<file path="src/rtl/tpu_cmd_issuer.sv">
// Buffers host instruction words and streams them to the tpu on start (one pop per cycle,
// 1-cycle pop-to-instruction latency); in_ready drops when full; read results return READ_LAT+1 cycles after issue.
module tpu_cmd_issuer #(
  parameter int         DEPTH       = 8,
  parameter logic [1:0] READ_OPCODE = 2'b11,
  parameter int         READ_LAT    = 2
) (
  input  logic                       clk,
  input  logic                       rst_n,
  input  logic                       in_valid,
  output logic                       in_ready,
  input  logic [15:0]                in_instr,
  input  logic                       start,
  output logic [15:0]                instruction,
  input  logic [7:0]                 result,
  output logic                       res_valid,
  output logic [7:0]                 res_data,
  output logic                       busy,
  output logic [$clog2(DEPTH):0]     fifo_count
);

  localparam int AW = $clog2(DEPTH);
  localparam int CW = AW + 1;

  typedef enum logic [1:0] {
    S_IDLE  = 2'd0,
    S_RUN   = 2'd1,
    S_DRAIN = 2'd2
  } state_t;

  state_t                r_state;
  state_t                w_state_nxt;
  logic [15:0]           r_mem [DEPTH];
  logic [AW-1:0]         r_wptr;
  logic [AW-1:0]         r_rptr;
  logic [CW-1:0]         r_count;
  logic [15:0]           r_instr;
  logic [READ_LAT-1:0]   r_rd;
  logic                  r_res_vld;
  logic [7:0]            r_res_dat;

  logic                  w_push;
  logic                  w_pop;
  logic                  w_issue_rd;
  logic                  w_busy;

  assign in_ready   = (r_count != CW'(DEPTH));
  assign w_push     = in_valid && in_ready;
  assign w_issue_rd = (r_instr[15:14] == READ_OPCODE);

  always_ff @(posedge clk) begin
    if (w_push) begin
      r_mem[r_wptr] <= in_instr;
    end
  end

  always_ff @(posedge clk or negedge rst_n) begin
    if (!rst_n) begin
      r_wptr  <= '0;
      r_rptr  <= '0;
      r_count <= '0;
    end else begin
      if (w_push) begin
        r_wptr <= r_wptr + AW'(1);
      end
      if (w_pop) begin
        r_rptr <= r_rptr + AW'(1);
      end
      case ({w_push, w_pop})
        2'b10:   r_count <= r_count + CW'(1);
        2'b01:   r_count <= r_count - CW'(1);
        default: r_count <= r_count;
      endcase
    end
  end

  always_ff @(posedge clk or negedge rst_n) begin
    if (!rst_n) begin
      r_state <= S_IDLE;
    end else begin
      r_state <= w_state_nxt;
    end
  end

  always_comb begin
    w_state_nxt = r_state;
    case (r_state)
      S_IDLE: begin
        if (start && (r_count != '0)) begin
          w_state_nxt = S_RUN;
        end
      end
      S_RUN: begin
        if ((r_count == '0) || (w_pop && !w_push && (r_count == CW'(1)))) begin
          w_state_nxt = S_DRAIN;
        end
      end
      S_DRAIN: begin
        // The last issued word may itself be a read that is not yet in the tracker.
        if ((r_rd == '0) && !w_issue_rd) begin
          w_state_nxt = S_IDLE;
        end
      end
      default: w_state_nxt = S_IDLE;
    endcase
  end

  always_comb begin
    w_pop  = 1'b0;
    w_busy = 1'b0;
    case (r_state)
      S_RUN: begin
        w_pop  = (r_count != '0);
        w_busy = 1'b1;
      end
      S_DRAIN: begin
        w_busy = 1'b1;
      end
      default: begin
        w_pop  = 1'b0;
        w_busy = 1'b0;
      end
    endcase
  end

  // Tracker bit k set means a read issued k+1 cycles ago; MSB lines up with result.
  always_ff @(posedge clk or negedge rst_n) begin
    if (!rst_n) begin
      r_instr   <= '0;
      r_rd      <= '0;
      r_res_vld <= 1'b0;
      r_res_dat <= '0;
    end else begin
      r_instr   <= w_pop ? r_mem[r_rptr] : 16'h0000;
      r_rd      <= (r_rd << 1) | READ_LAT'(w_issue_rd);
      r_res_vld <= r_rd[READ_LAT-1];
      if (r_rd[READ_LAT-1]) begin
        r_res_dat <= result;
      end
    end
  end

  assign instruction = r_instr;
  assign res_valid   = r_res_vld;
  assign res_data    = r_res_dat;
  assign busy        = w_busy;
  assign fifo_count  = r_count;

endmodule

</file>
<file path="config.mk">
export PLATFORM = sky130hd
export DESIGN_NAME = tpu_cmd_issuer
export DESIGN_NICKNAME = d
export VERILOG_FILES = /design/src/rtl/tpu_cmd_issuer.sv
export SDC_FILE = /design/constraint.sdc
export NUM_CORES = 1
export LEC_CHECK = 0
export ABC_AREA = 0
export ABC_CLOCK_PERIOD_IN_PS = 7650
export CAP_MARGIN = 15
export CORE_MARGIN = 5
export CORE_UTILIZATION = 55
export CTS_CLUSTER_DIAMETER = 150
export DETAILED_ROUTE_END_ITERATION = 10
export PLACE_DENSITY_LB_ADDON = 0.25
export SYNTH_ARGS = -nofsm -noshare
export SYNTH_HDL_FRONTEND = slang
export SYNTH_SLANG_ARGS = --single-unit
</file>
<file path="constraint.sdc">
create_clock -name clk -period 7.65 [get_ports clk]
set_input_delay 1.53 -clock clk [delete_from_list [all_inputs] [get_ports clk]]
set_output_delay 1.53 -clock clk [all_outputs]
set_load 0.01 [all_outputs]
</file>
==> reports/results.ini, run 1 <==
[floorplanning]
die_h_um=118
start_util=0.560
rows=39
die_area_sq_mm=0.0138
io_pins=59
die_width_um=118
core_area_sq_mm=0.0114

[pwr]
switching_share=0.284
p_seq_frac=0.432
combPwrFrac=0.278
p_int_uw=2200
p_sw_uw=873
vdd.ir_drop.worst_v=0.000303
power.total_uw=3070
power.leakage_uw=0.00280
p_per_area_mw_per_mm2=395
clkPwrFrac=0.290

[logic_synthesis]
netlist_instances=316
ys_warn_count=0
synth.ff_latch_count=167
yosysUniqueCellTypes=33
synth_area_sq_mm=0.00637
syn_nets=354
syn_avg_cell_area_sq_um=20.2
ys_seq_area_frac=0.756

[routing]
drt-total-wl_mm=11.8
dr.pass1.iters=4
drtIter0Drc=198
antenna_left=0
routedWlPerCell_um=21.5
viasPerCell=5.72
num_vias=3125
drc_errors=0

[sta]
rsz0062_at_grt=no
fin_crit_sh=0.453
finalSetupTns_ns=0
max_freq_mhz=289
tightest_slew_ns=1.15
fin_crit_ns=3.47
clock_skew_ns=0.00641
setup_violations=0
max_slew_margin=0.230
finalHoldViolCount=0
slew_viol_final=0

[critical_path]
critPathKind=reg2out
crit_slowest_cell=clkdlybuf4s50_1
crit_buf_inv=2
worstPathRequired_ns=6.12
crit_chain=inv_1, ha_1, nand3b_1, clkdlybuf4s50_1
start_kind=flip-flop
crit_family=buffers and inverters
cpPeakStageDelay_ns=0.57
cp-end-kind=output pin
cp.arrival_ns=1.94
path_max_fanout=7

[global_routing]
grt_pass1_wl_mm=18.9
first_global_vias=3396
antenna_found_initial=0
grt_max_degree=40
grt_overflow_total=0
track_usage=0.180

[job]
maxCapViolCount=0

[finish]
diodes=0
area_delta_synth_final_pct=21.8
layout-drive-gt1-share=0.221
final_nets=428
fillCellCount=719

[clocking]
clock-sinks=167
clock_path_buffers=2
ctsResizeCount=0
cts_tree=yes
cts-root-buf=clkbuf_16
clkLatencyLatePin_ns=0.42
numCtsBuffers=17
clk_pin_slew_ns=0.06
htree_levels=4
cts.hold.buffers_added=0
postCtsSetupBuffers=0

[placement]
hpwlAfterDp_mm=6.89
numPortBuffers=58
gp_congestion=0.787

[worst_hold_path]
worstHoldPathType=reg2reg

[status]
status=complete, no violations

[per-layer routing]
metal	vias to the layer above	track usage	wire length [um]
met1	1616	0.232	4920
li1	1383	-	-
met5	-	0	0
met4	0	0.0796	281
met2	100	0.291	5950
met3	26	0.0457	598
[sequential cells by signal, summed over array words and instances, names as in the netlist]
signal	cells
r_wptr	3
r_rptr	3
r_mem	128
fifo_count	4
r_state	2
r_rd	2
res_valid	1
res_data	8
instruction	16
[cells in the final DEF (no fill, tap or decap), types with 4 or more instances in the layout]
| master | count |
|---|---|
| clkinvlp_4 | 4 |
| xnor2_1 | 5 |
| clkbuf_16 | 17 |
| edfxtp_1 | 128 |
| bufinv_16 | 4 |
| buf_4 | 9 |
| ha_1 | 10 |
| dfrtp_1 | 37 |
| mux2i_1 | 17 |
| clkdlybuf4s50_1 | 57 |
| nor2_1 | 24 |
| mux4_2 | 32 |
| inv_1 | 5 |
| mux2_2 | 9 |
| nand2_1 | 11 |
[worst register-to-register path, stage by stage, from the launching register on]
cell	delay, ns
dfrtp_1	0.43
inv_1	0.12
ha_1	0.21
or3b_2	0.49
nand2_2	0.39
inv_1	0.17
ha_1	0.30
nand2_1	0.10
a221o_1	0.19
a21oi_2	0.05
mux2_1	0.31
[cell type report]
type | instances | area (sq um) | share of cell area
clock inverters | 14 | 198 | 0.0255
flip-flops and latches | 167 | 4820 | 0.621
clock buffers | 18 | 429 | 0.0553
repair buffers | 67 | 643 | 0.0828
well taps | 143 | 179 | 0.0230
inverters | 5 | 18.8 | 0.00242
multi-input cells | 132 | 1470 | 0.190
[metrics by stage]
step | cells | hold WS [ns] | util | setup WS, ns | cell area (sq um)
6_report | 546 | 0.387 | 0.683 | 4.18 | 7760
5_1_grt | 546 | 0.389 | 0.683 | 4.04 | 7760
4_1_cts | 546 | 0.384 | 0.683 | 4.17 | 7760
3_5_place_dp | 514 | 0.365 | 0.628 | 3.96 | 7140
3_3_place_gp | 514 | 0.360 | 0.628 | 4.03 | 7140
2_1_floorplan | 316 | 0.355 | - | 4.17 | 6370
[cells by family (layout without fill, tap and decap cells)]
group | Yosys count | in the layout | synth area share
compound gates | 7 | 7 | 0.00844
xor+xnor | 7 | 7 | 0.00962
fa+ha+maj | 10 | 10 | 0.0196
buf+inv | 17 | 104 | 0.0141
flops | 167 | 167 | 0.756
mux | 59 | 59 | 0.157
simple gates | 49 | 49 | 0.0344
[final timing paths]
check / slack (ns) / depth (start not counted) / to / startpoint
max: 4.18 / 4 / in_ready / fifo_count[0]
min: 0.39 / 0 / r_rd[1] / r_rd[0]
max reg2reg: 4.77 / 10 / r_state[1] / fifo_count[1]
min reg2reg: 0.39 / 0 / r_rd[1] / r_rd[0]
max in group asynchronous: 5.76 / 1 / r_rptr[0] / rst_n
min in group asynchronous: 1.24 / 1 / fifo_count[3] / rst_n
[synth_stat cells]
master,count,area (sq um)
edfxtp_1,128,3840
dfrtp_1,39,976
mux4_2,32,721
nor2_1,24,90.1
mux2i_1,17,170
nand2_1,11,41.3
ha_1,10,125
mux2_2,9,101
buf_2,6,30.0
inv_1,5,18.8
xnor2_1,5,43.8
buf_4,3,22.5
nand3_1,3,15.0
buf_1,2,7.51
nand2b_1,2,12.5
nor3_1,2,10.0
xor2_1,2,17.5
a211o_1,1,8.76
a21oi_1,1,5.00
a21oi_2,1,8.76
a221o_1,1,10.0
and2_1,1,6.26
buf_6,1,11.3
mux2_1,1,11.3
nand2_2,1,6.26
nand3b_1,1,7.51
nand4b_1,1,8.76
nor2b_1,1,6.26
o21a_1,1,7.51
o21ai_0,1,5.00
o22a_1,1,8.76
or2_2,1,6.26
or3b_2,1,8.76
[power by group through the flow]
stage | registers, uW | logic (uW) | clock network [uW]
after CTS | 1330 | 874 | 905
after detailed placement | 1340 | 865 | 0
after global placement | 1330 | 844 | 0
after global routing | 1350 | 930 | 948
final | 1320 | 854 | 890
after floorplan | 1300 | 568 | 0
No activity file was read; power rests on OpenSTA's default activity.
==> run 2, diff against run 1 <==
ABC_CLOCK_PERIOD_IN_PS = 2800   (was 7650)
CORE_UTILIZATION = 51   (was 55)
clock period = 2.8 ns   (was 7.65 ns; I/O delays follow)
==> run 2 against run 1 <==
Net effect:
- setup slack worse by 3.9 ns
- global-route usage down 2.0 points
- register-to-register slack worse by 4.4 ns
- clock-buffer cell count up 5
- hold slack worse by 0.13 ns
- power rose to 2.7 times the previous value
- routed wire length down 6.6%
- critical endpoint unchanged
- largest power group unchanged
==> reports/results.ini, run 2 (synthesized netlist as in run 1, its figures left out) <==
[status]
status=complete, no violations

[critical_path]
timing.rr.end=r_state[1]
cp.arrival_ns=1.94
critPathKind=reg2out
crit_chain=inv_1, ha_1, nand3b_1, clkdlybuf4s50_1
reg2reg_depth=10
start_kind=flip-flop
path_max_fanout=7
crit_slowest_cell=clkdlybuf4s50_1
crit_end=in_ready
r2r_slack_ns=0.37
worstPathRequired_ns=2.24
reg2reg_from=fifo_count[0]
cp-end-kind=output pin
crit_path_start=fifo_count[0]
cpPeakStageDelay_ns=0.57

[global_routing]
grt_overflow_total=0
first_global_vias=3232
grt_pass1_wl_mm=17.4
grt_max_degree=40
antenna_found_initial=0
track_usage=0.160

[sta]
fin_crit_sh=0.892
rsz0062_at_grt=no
fin_crit_ns=2.50
finalHoldViolCount=0
setup_violations=0
slew_viol_final=0
worst_slack_ns=0.303
tightest_slew_ns=0.865
max_freq_mhz=400
finalSetupTns_ns=0
clock_skew_ns=0.00716
max_slew_margin=0.424

[clocking]
clk_pin_slew_ns=0.06
cts-root-buf=clkbuf_16
postCtsSetupBuffers=0
htree_levels=4
cts.hold.buffers_added=0
clock-sinks=167
numCtsBuffers=17
clock_path_buffers=2
clkLatencyLatePin_ns=0.41
cts_tree=yes
ctsResizeCount=0

[pwr]
clkPwrFrac=0.281
switching_share=0.276
combPwrFrac=0.304
vdd.ir_drop.worst_v=0.000442
p_per_area_mw_per_mm2=1060
p_int_uw=6010
p_seq_frac=0.415
power.leakage_uw=0.00283
p_sw_uw=2290

[placement]
dp_slack_ns=0.339
numPortBuffers=58
hpwlAfterDp_mm=6.35
gp_congestion=0.743

[floorplanning]
die_h_um=122
start_util=0.526
die_area_sq_mm=0.0148
io_pins=59
rows=40
core_area_sq_mm=0.0121
die_width_um=122

[routing]
drc_errors=0
drt-total-wl_mm=11.0
drtIter0Drc=197
routedWlPerCell_um=19.1
num_vias=3035
antenna_left=0
viasPerCell=5.29
dr.pass1.iters=4

[finish]
final_common_cell=edfxtp_1
final_cell_mix=edfxtp_1, clkdlybuf4s50_1, dfrtp_1, mux4_2, nor2_1
layout-drive-gt1-share=0.222
final_nets=431
diodes=0
post-route-util=0.644
largest_register_ffs=128
fillCellCount=858
top_register=r_mem
area_delta_synth_final_pct=22.4

[job]
maxCapViolCount=0

[worst_hold_path]
worstHoldPathType=in2async

-- run 2: metal layers --
| layer | up-vias | routed length (um) | track usage |
|---|---|---|---|
| li1 | 1384 | - | - |
| met1 | 1561 | 4610 | 0.202 |
| met2 | 78 | 5680 | 0.266 |
| met3 | 12 | 533 | 0.0418 |
| met4 | 0 | 155 | 0.0651 |
| met5 | - | 0 | 0 |
-- run 2: stage by stage --
step | total power, uW | hold WS (ns) | cell area (sq um) | cells
5_1_grt | 8730 | 0.333 | 7800 | 574
2_1_floorplan | 5090 | 0.264 | 6380 | 316
4_1_cts | 8420 | 0.276 | 7800 | 574
3_5_place_dp | 6060 | 0.370 | 7200 | 542
3_3_place_gp | 6000 | 0.356 | 7200 | 542
6_report | 8300 | 0.261 | 7800 | 574
-- run 2: how the worst min path moves through the flow --
stage | to | slack, ns
2_1_floorplan | fifo_count[0] | 0.26
3_3_place_gp | r_rd[1] | 0.36
3_5_place_dp | r_rd[1] | 0.37
4_1_cts | r_wptr[0] | 0.28
5_1_grt | r_wptr[0] | 0.33
6_report | r_wptr[2] | 0.26
-- run 2: cell type report --
class,count,area (sq um),share of cell area
sequential,167,4820,0.618
multi-input combinational,132,1470,0.189
timing repair buffer,70,678,0.0869
clock buffer,23,478,0.0613
tap,168,210,0.0269
clock inverter,9,124,0.0159
inverter,5,18.8,0.00241
-- run 2: power by group through the flow --
stage          clock network, uW  registers [uW]  logic, uW
2_1_floorplan                  0            3540       1550
3_3_place_gp                   0            3470       2540
3_5_place_dp                   0            3490       2570
4_1_cts                     2380            3450       2590
5_1_grt                     2480            3500       2740
6_report                    2330            3440       2520
-- run 2: worst max-delay path: cells and delay by family, from the launching register on --
family | cells | cell delay [ns]
adder cells (fa/ha/maj) | 1 | 0.24
buffers and inverters | 2 | 0.64
AND/OR/NAND/NOR | 1 | 0.17
flip-flops | 1 | 0.47
==> run 3, diff against run 2 <==
CTS_CLUSTER_SIZE = 40   (was unset)
==> results of run 3 <==
The final DEF is identical to that of run 2; final timing and power are the same.
